`config.mk`:
```
export PLATFORM = sky130hd
export DESIGN_NAME = router_port_reader_flat
export DESIGN_NICKNAME = d
export VERILOG_FILES = /design/src/rtl/router_port_reader_if.sv /design/src/rtl/router_port_reader.sv /design/src/flat_wrapper.sv
export SDC_FILE = /design/constraint.sdc
export NUM_CORES = 1
export LEC_CHECK = 0
export CORE_MARGIN = 4
export CORE_UTILIZATION = 34
export CTS_CLUSTER_DIAMETER = 50
export DETAILED_ROUTE_END_ITERATION = 10
export GPL_ROUTABILITY_DRIVEN = 0
export PLACE_DENSITY = 0.55
export SYNTH_ARGS = -nofsm -noshare
export SYNTH_HDL_FRONTEND = slang
export SYNTH_SLANG_ARGS = --single-unit
export TNS_END_PERCENT = 100
```
`constraint.sdc`:
```
create_clock -name clk -period 2.2 [get_ports clk]
set_clock_uncertainty 0.1 [all_clocks]
set_input_delay 0.33 -clock clk [delete_from_list [all_inputs] [get_ports clk]]
set_output_delay 0.33 -clock clk [all_outputs]
set_load 0.03 [all_outputs]
```
`src/rtl/router_port_reader_if.sv`:
```
// Port-side bus of one router output-port reader: FIFO handshake, payload stream,
// packet status and counters.
interface router_port_reader_if #(
  parameter int unsigned DATA_W = 8,
  parameter int unsigned CNT_W  = 8
);
  logic              enable;
  logic [4:0]        rd_delay;
  logic              vld_out;
  logic              soft_reset;
  logic [DATA_W-1:0] data_in;
  logic              rd_en;
  logic [DATA_W-1:0] byte_out;
  logic              byte_valid;
  logic [5:0]        pkt_len;
  logic              pkt_done;
  logic              parity_err;
  logic              busy;
  logic [CNT_W-1:0]  pkt_count;
  logic [CNT_W-1:0]  err_count;
  logic [CNT_W-1:0]  drop_count;

  modport master (
    input  enable, rd_delay, vld_out, soft_reset, data_in,
    output rd_en, byte_out, byte_valid, pkt_len, pkt_done, parity_err, busy,
           pkt_count, err_count, drop_count
  );

  modport slave (
    output enable, rd_delay, vld_out, soft_reset, data_in,
    input  rd_en, byte_out, byte_valid, pkt_len, pkt_done, parity_err, busy,
           pkt_count, err_count, drop_count
  );
endinterface

```
`src/rtl/router_port_reader.sv`:
```
// Destination-side reader for one router output port: drains a packet from the port
// FIFO, streams its payload, checks parity and keeps saturating packet counters.
module router_port_reader #(
  parameter int unsigned DATA_W = 8,
  parameter int unsigned CNT_W  = 8
) (
  input logic                  clk,
  input logic                  rst,
  router_port_reader_if.master port
);

  localparam int unsigned LEN_W  = 6;
  localparam int unsigned LEFT_W = 7;
  localparam int unsigned DLY_W  = 5;

  localparam logic [2:0] IDLE    = 3'd0;
  localparam logic [2:0] DELAY   = 3'd1;
  localparam logic [2:0] HDR_RD  = 3'd2;
  localparam logic [2:0] HDR_CAP = 3'd3;
  localparam logic [2:0] PAY_RD  = 3'd4;
  localparam logic [2:0] DONE    = 3'd5;

  logic [2:0]        state, state_next;
  logic [DLY_W-1:0]  dly_cnt;
  logic [LEFT_W-1:0] reads_left;
  logic [LEN_W-1:0]  pay_cnt, pkt_len, hdr_len;
  logic [DATA_W-1:0] parity_acc, byte_out;
  logic              cap, byte_valid, pkt_done, parity_err, busy;
  logic [CNT_W-1:0]  pkt_count, err_count, drop_count;
  logic              rd_en_c, drop, cap_ok, pay_last, par_mismatch;

  function automatic logic [CNT_W-1:0] sat_inc(input logic [CNT_W-1:0] v);
    return (v == {CNT_W{1'b1}}) ? v : v + CNT_W'(1);
  endfunction

  // A zero length field is read as a one-byte packet.
  assign hdr_len = (port.data_in[7:2] == '0) ? LEN_W'(1) : port.data_in[7:2];

  always_comb begin
    state_next   = state;
    drop         = port.soft_reset && (state != IDLE) && (state != DONE);
    rd_en_c      = ((state == HDR_RD) || (state == PAY_RD)) && port.vld_out &&
                   (reads_left != '0) && !port.soft_reset;
    cap_ok       = cap && !drop;
    pay_last     = (state == PAY_RD) && cap_ok && (pay_cnt == pkt_len);
    par_mismatch = (port.data_in != parity_acc);
    case (state)
      IDLE:    if (port.vld_out && port.enable) state_next = DELAY;
      DELAY:   if (dly_cnt == '0) state_next = HDR_RD;
      HDR_RD:  if (rd_en_c) state_next = HDR_CAP;
      HDR_CAP: state_next = PAY_RD;
      PAY_RD:  if (pay_last) state_next = DONE;
      DONE:    state_next = IDLE;
      default: state_next = IDLE;
    endcase
    if (drop) state_next = IDLE;
  end

  always_ff @(posedge clk or posedge rst) begin
    if (rst) state <= IDLE;
    else     state <= state_next;
  end

  always_ff @(posedge clk or posedge rst) begin
    if (rst) begin
      cap        <= 1'b0;
      dly_cnt    <= '0;
      reads_left <= '0;
      pay_cnt    <= '0;
      pkt_len    <= '0;
      parity_acc <= '0;
      byte_out   <= '0;
      byte_valid <= 1'b0;
      pkt_done   <= 1'b0;
      parity_err <= 1'b0;
      busy       <= 1'b0;
      pkt_count  <= '0;
      err_count  <= '0;
      drop_count <= '0;
    end else begin
      cap        <= rd_en_c;
      byte_valid <= 1'b0;
      pkt_done   <= 1'b0;
      parity_err <= 1'b0;
      busy       <= (state_next != IDLE);

      if (state == IDLE)        dly_cnt <= port.rd_delay;
      else if (dly_cnt != '0)   dly_cnt <= dly_cnt - DLY_W'(1);

      // One header read, then payload plus parity byte.
      if (state == DELAY)        reads_left <= LEFT_W'(1);
      else if (state == HDR_CAP) reads_left <= LEFT_W'(hdr_len) + LEFT_W'(1);
      else if (rd_en_c)          reads_left <= reads_left - LEFT_W'(1);

      if (drop) drop_count <= sat_inc(drop_count);

      if ((state == HDR_CAP) && cap_ok) begin
        pkt_len    <= hdr_len;
        parity_acc <= port.data_in;
        pay_cnt    <= '0;
      end

      if ((state == PAY_RD) && cap_ok) begin
        if (pay_cnt != pkt_len) begin
          byte_out   <= port.data_in;
          byte_valid <= 1'b1;
          parity_acc <= parity_acc ^ port.data_in;
          pay_cnt    <= pay_cnt + LEN_W'(1);
        end else begin
          pkt_done   <= 1'b1;
          parity_err <= par_mismatch;
          pkt_count  <= sat_inc(pkt_count);
          if (par_mismatch) err_count <= sat_inc(err_count);
        end
      end
    end
  end

  assign port.rd_en      = rd_en_c;
  assign port.byte_out   = byte_out;
  assign port.byte_valid = byte_valid;
  assign port.pkt_len    = pkt_len;
  assign port.pkt_done   = pkt_done;
  assign port.parity_err = parity_err;
  assign port.busy       = busy;
  assign port.pkt_count  = pkt_count;
  assign port.err_count  = err_count;
  assign port.drop_count = drop_count;

endmodule

```
`src/flat_wrapper.sv`:
```
// flat-port wrapper written by rule: the top's interface ports become plain ports
module router_port_reader_flat 
#(
  parameter int unsigned DATA_W = 8,
  parameter int unsigned CNT_W  = 8
)
  (clk, rst, port_enable, port_rd_delay, port_vld_out, port_soft_reset, port_data_in, port_rd_en, port_byte_out, port_byte_valid, port_pkt_len, port_pkt_done, port_parity_err, port_busy, port_pkt_count, port_err_count, port_drop_count);
  router_port_reader_if #(.DATA_W(DATA_W), .CNT_W(CNT_W)) port_i ();
  input logic clk;
  input logic rst;
  input wire logic [$bits(port_i.enable)-1:0] port_enable;
  input wire logic [$bits(port_i.rd_delay)-1:0] port_rd_delay;
  input wire logic [$bits(port_i.vld_out)-1:0] port_vld_out;
  input wire logic [$bits(port_i.soft_reset)-1:0] port_soft_reset;
  input wire logic [$bits(port_i.data_in)-1:0] port_data_in;
  output wire logic [$bits(port_i.rd_en)-1:0] port_rd_en;
  output wire logic [$bits(port_i.byte_out)-1:0] port_byte_out;
  output wire logic [$bits(port_i.byte_valid)-1:0] port_byte_valid;
  output wire logic [$bits(port_i.pkt_len)-1:0] port_pkt_len;
  output wire logic [$bits(port_i.pkt_done)-1:0] port_pkt_done;
  output wire logic [$bits(port_i.parity_err)-1:0] port_parity_err;
  output wire logic [$bits(port_i.busy)-1:0] port_busy;
  output wire logic [$bits(port_i.pkt_count)-1:0] port_pkt_count;
  output wire logic [$bits(port_i.err_count)-1:0] port_err_count;
  output wire logic [$bits(port_i.drop_count)-1:0] port_drop_count;
  assign port_i.enable = port_enable;
  assign port_i.rd_delay = port_rd_delay;
  assign port_i.vld_out = port_vld_out;
  assign port_i.soft_reset = port_soft_reset;
  assign port_i.data_in = port_data_in;
  assign port_rd_en = port_i.rd_en;
  assign port_byte_out = port_i.byte_out;
  assign port_byte_valid = port_i.byte_valid;
  assign port_pkt_len = port_i.pkt_len;
  assign port_pkt_done = port_i.pkt_done;
  assign port_parity_err = port_i.parity_err;
  assign port_busy = port_i.busy;
  assign port_pkt_count = port_i.pkt_count;
  assign port_err_count = port_i.err_count;
  assign port_drop_count = port_i.drop_count;
  router_port_reader #(.DATA_W(DATA_W), .CNT_W(CNT_W)) u_core (.clk(clk), .rst(rst), .port(port_i));
endmodule
```
==> reports/results.ini <==
[detailed_routing]
routed_wl_mm=8.827
wl_per_cell_um=14.31
vias=3110
dr.pass1.iters=5
drt_iter0_drc=121
ant_nets=0
viasPerCell=5.041
remaining_drc_errors=0

[global_routing]
grt-ovfl-total=0
grt_use_total_pct=14.51
grt_max_degree=28
grt_pass1_wl_mm=15.24
antenna_found_initial=0
first_global_vias=3148

[floorplanning]
die_h_um=113.5
start_util_pct=34.76
coreArea_um2=10890
die_area_um2=12880
fp.dieW_um=113.5
fp-row-count=38
io_pins=61

[status]
run_status=finished, violations left
violations=negative setup slack

[logic_synthesis]
async_flop_share_pct=100.0
synth_fp_nets=399
ys_seq_elements=72
seq_area_frac_synth_pct=47.60
syn_inst=374
syn_area_per_cell_um2=10.12
synth_cell_types=53
ys.warnings.count=0
synth_ff_type=dfrtp_1
synth_edf_count=0
synthesis.area_um2=3785

[cells_and_area]
layout_common_cells=72 x dfrtp_1, 59 x clkdlybuf4s50_1, 50 x nand2_1, 43 x buf_4, 32 x xnor2_1
fin_nets=497
diodes=0
drive_above_1_share_pct=17.82
area_growth_pct=31.97
layoutNonFillerInstCount=617
final_common_cell=dfrtp_1

[timing]
drv_slew=0
max_slew.worst_pin.slew_ns=0.5614
period_needed_ns=2.210
whs_ns=0.1746
fmax_mhz=452.6
relSlewSlack_pct=62.23
hold_violations=0
finalSetupViolations=1
rsz0062_at_grt=yes
final.setup.tns_ns=-0.009682
layout_setup_ws_ns=-0.009682
timing.final.crit_share_pct=100.4

[place]
portBuffers=60
dp_hpwl_mm=6.486
placed_cells=594

[critical_path]
ff2ff_path_depth=9
startpoint_type=flip-flop
cp_num_buf_inv=2
cp.depth=4
timing.rr.start=u_core.reads_left[2]
worst_ep_required_time_ns=1.77
critPathKind=reg2out
crit_path_end_kind=output port
crit_path_max_fanout=2
slowest_stage=or4_4
r2r_slack_ns=0
cp_slowest_stage_delay_ns=0.53
r2r_end=u_core.reads_left[4]
crit_path_cell_trace=or4_4 -> o211ai_1 -> inv_1 -> buf_6
crit_end=port_rd_en
crit_family=simple AND/OR/NAND/NOR gates
crit_start=u_core.reads_left[2]
cp_data_arrival_time_ns=1.78

[cts]
cts_tree=done
hold_buffers=0
clk_path_buf_depth=2
worst_skew_pair.late_latency_ns=0.34
cts-buffers-inserted=9
clock_sinks=72
path_clk_slew_ns=0.08
cts-root-buf=clkbuf_8
cts-htree-levels=3

[job]
cap_violations=0

[pwr]
ir_worst_vdd_mv=0.4212
power_w=0.003628
cellLeakagePower_nw=2.232
p_per_area_nw_per_um2=726.5

[hold_path]
worstHoldPathType=in2async

[registers in the layout, summed over array words and instances, names as in the netlist, 3 cells and up]
name	cells
u_core.port.byte_out	8
u_core.port.pkt_count	8
u_core.port.pkt_len	6
u_core.pay_cnt	6
u_core.reads_left	7
u_core.state	3
u_core.parity_acc	8
u_core.port.err_count	8
u_core.dly_cnt	5
u_core.port.drop_count	8
[synthesized netlist by cell type (2+ instances only)]
| cell | n | share of area [%] |
|---|---|---|
| ha_1 | 7 | 2.3 |
| nor3b_1 | 4 | 0.79 |
| o21bai_1 | 2 | 0.40 |
| nand2b_1 | 3 | 0.50 |
| mux2i_1 | 9 | 2.4 |
| and2_1 | 3 | 0.50 |
| nor4_1 | 3 | 0.50 |
| and4_1 | 2 | 0.46 |
| nand3_1 | 9 | 1.2 |
| o221ai_1 | 2 | 0.46 |
| buf_2 | 3 | 0.40 |
| o22ai_1 | 2 | 0.33 |
| dfrtp_1 | 72 | 48 |
| buf_6 | 4 | 1.2 |
| nand4_1 | 18 | 3.0 |
| o21a_1 | 2 | 0.40 |
| o21ai_0 | 14 | 1.9 |
| inv_1 | 12 | 1.2 |
| a21oi_1 | 22 | 2.9 |
| nor3_1 | 9 | 1.2 |
| clkbuf_1 | 10 | 0.99 |
| a22o_1 | 3 | 0.69 |
| nor2b_1 | 4 | 0.66 |
| xor2_1 | 14 | 3.2 |
| nand2_1 | 50 | 5.0 |
| o211ai_1 | 3 | 0.59 |
| and3_1 | 6 | 0.99 |
| nor2_1 | 13 | 1.3 |
| mux2_2 | 13 | 3.9 |
| xnor2_1 | 32 | 7.4 |
| or4_1 | 2 | 0.40 |
[layout make-up]
class                      instances  area, um2
fill                            1048       5893
multi-input combinational        272       1841
sequential                        72       1802
timing repair buffer             105      964.7
tap                              140      175.2
clock buffer                      10      127.6
inverter                          12      48.80
clock inverter                     6      36.28
[layer usage]
metal / vias up / track usage (%) / routed length (um) / part of all wire [%]
met5: - / 0 / 0 / 0
met4: 0 / 5.208 / 125 / 1.4
met3: 12 / 3.024 / 452 / 5.1
met2: 85 / 22.77 / 4025 / 46
met1: 1497 / 19.87 / 4224 / 48
li1: 1516 / - / - / -
[metrics by stage]
| stage | utilization, % | area [um2] | setup slack (ns) |
|---|---|---|---|
| 5_1_grt | 45.87 | 4995 | -0.08770 |
| 3_3_place_gp | 43.78 | 4767 | 0.03563 |
| 2_1_floorplan | - | 3789 | 0.2049 |
| 6_report | 45.87 | 4995 | -0.009682 |
| 3_5_place_dp | 43.78 | 4767 | -0.01189 |
| 4_1_cts | 45.77 | 4984 | -0.02045 |
[where the power goes]
part,leakage (nW),total [W],switching [W],internal (W)
clock,0.0858,0.000901,0.000498,0.000404
sequential,0.964,0.00162,0.000153,0.00147
combinational,1.18,0.00111,0.000577,0.000531
[how the worst min path moves through the flow]
stage	to	depth (start not counted)	slack (ns)
2_1_floorplan	u_core.dly_cnt[0]	2	0.35
3_3_place_gp	u_core.port.drop_count[5]	1	0.38
3_5_place_dp	u_core.port.pkt_count[4]	1	0.39
4_1_cts	u_core.port.err_count[3]	2	0.16
5_1_grt	u_core.port.err_count[4]	2	0.17
6_report	u_core.port.err_count[3]	2	0.17
[worst register-to-register path: stages (launching register included)]
cell,delay (ns)
dfrtp_1,0.38
or4_4,0.53
o211ai_1,0.27
inv_1,0.11
buf_4,0.15
buf_4,0.12
buf_4,0.11
buf_4,0.13
nand4_1,0.09
o211a_1,0.16
[timing repair]
| action | CTS | global route |
|---|---|---|
| buffers inserted | 6 | 1 |
| endpoints found under the setup margin | 1 | 3 |
| pin swaps | 2 | 2 |
| resized for setup | 2 | 1 |
[cell families (layout without fill, tap and decap cells)]
group / after synthesis / in the layout / synth area share (%)
fa+ha+maj: 7 / 7 / 2.314
simple gates: 134 / 134 / 18.31
mux: 22 / 22 / 6.248
compound gates: 63 / 63 / 10.91
buf+inv: 30 / 133 / 3.967
flops: 72 / 72 / 47.60
xor+xnor: 46 / 46 / 10.64
No activity file was read; power rests on OpenSTA's default activity.
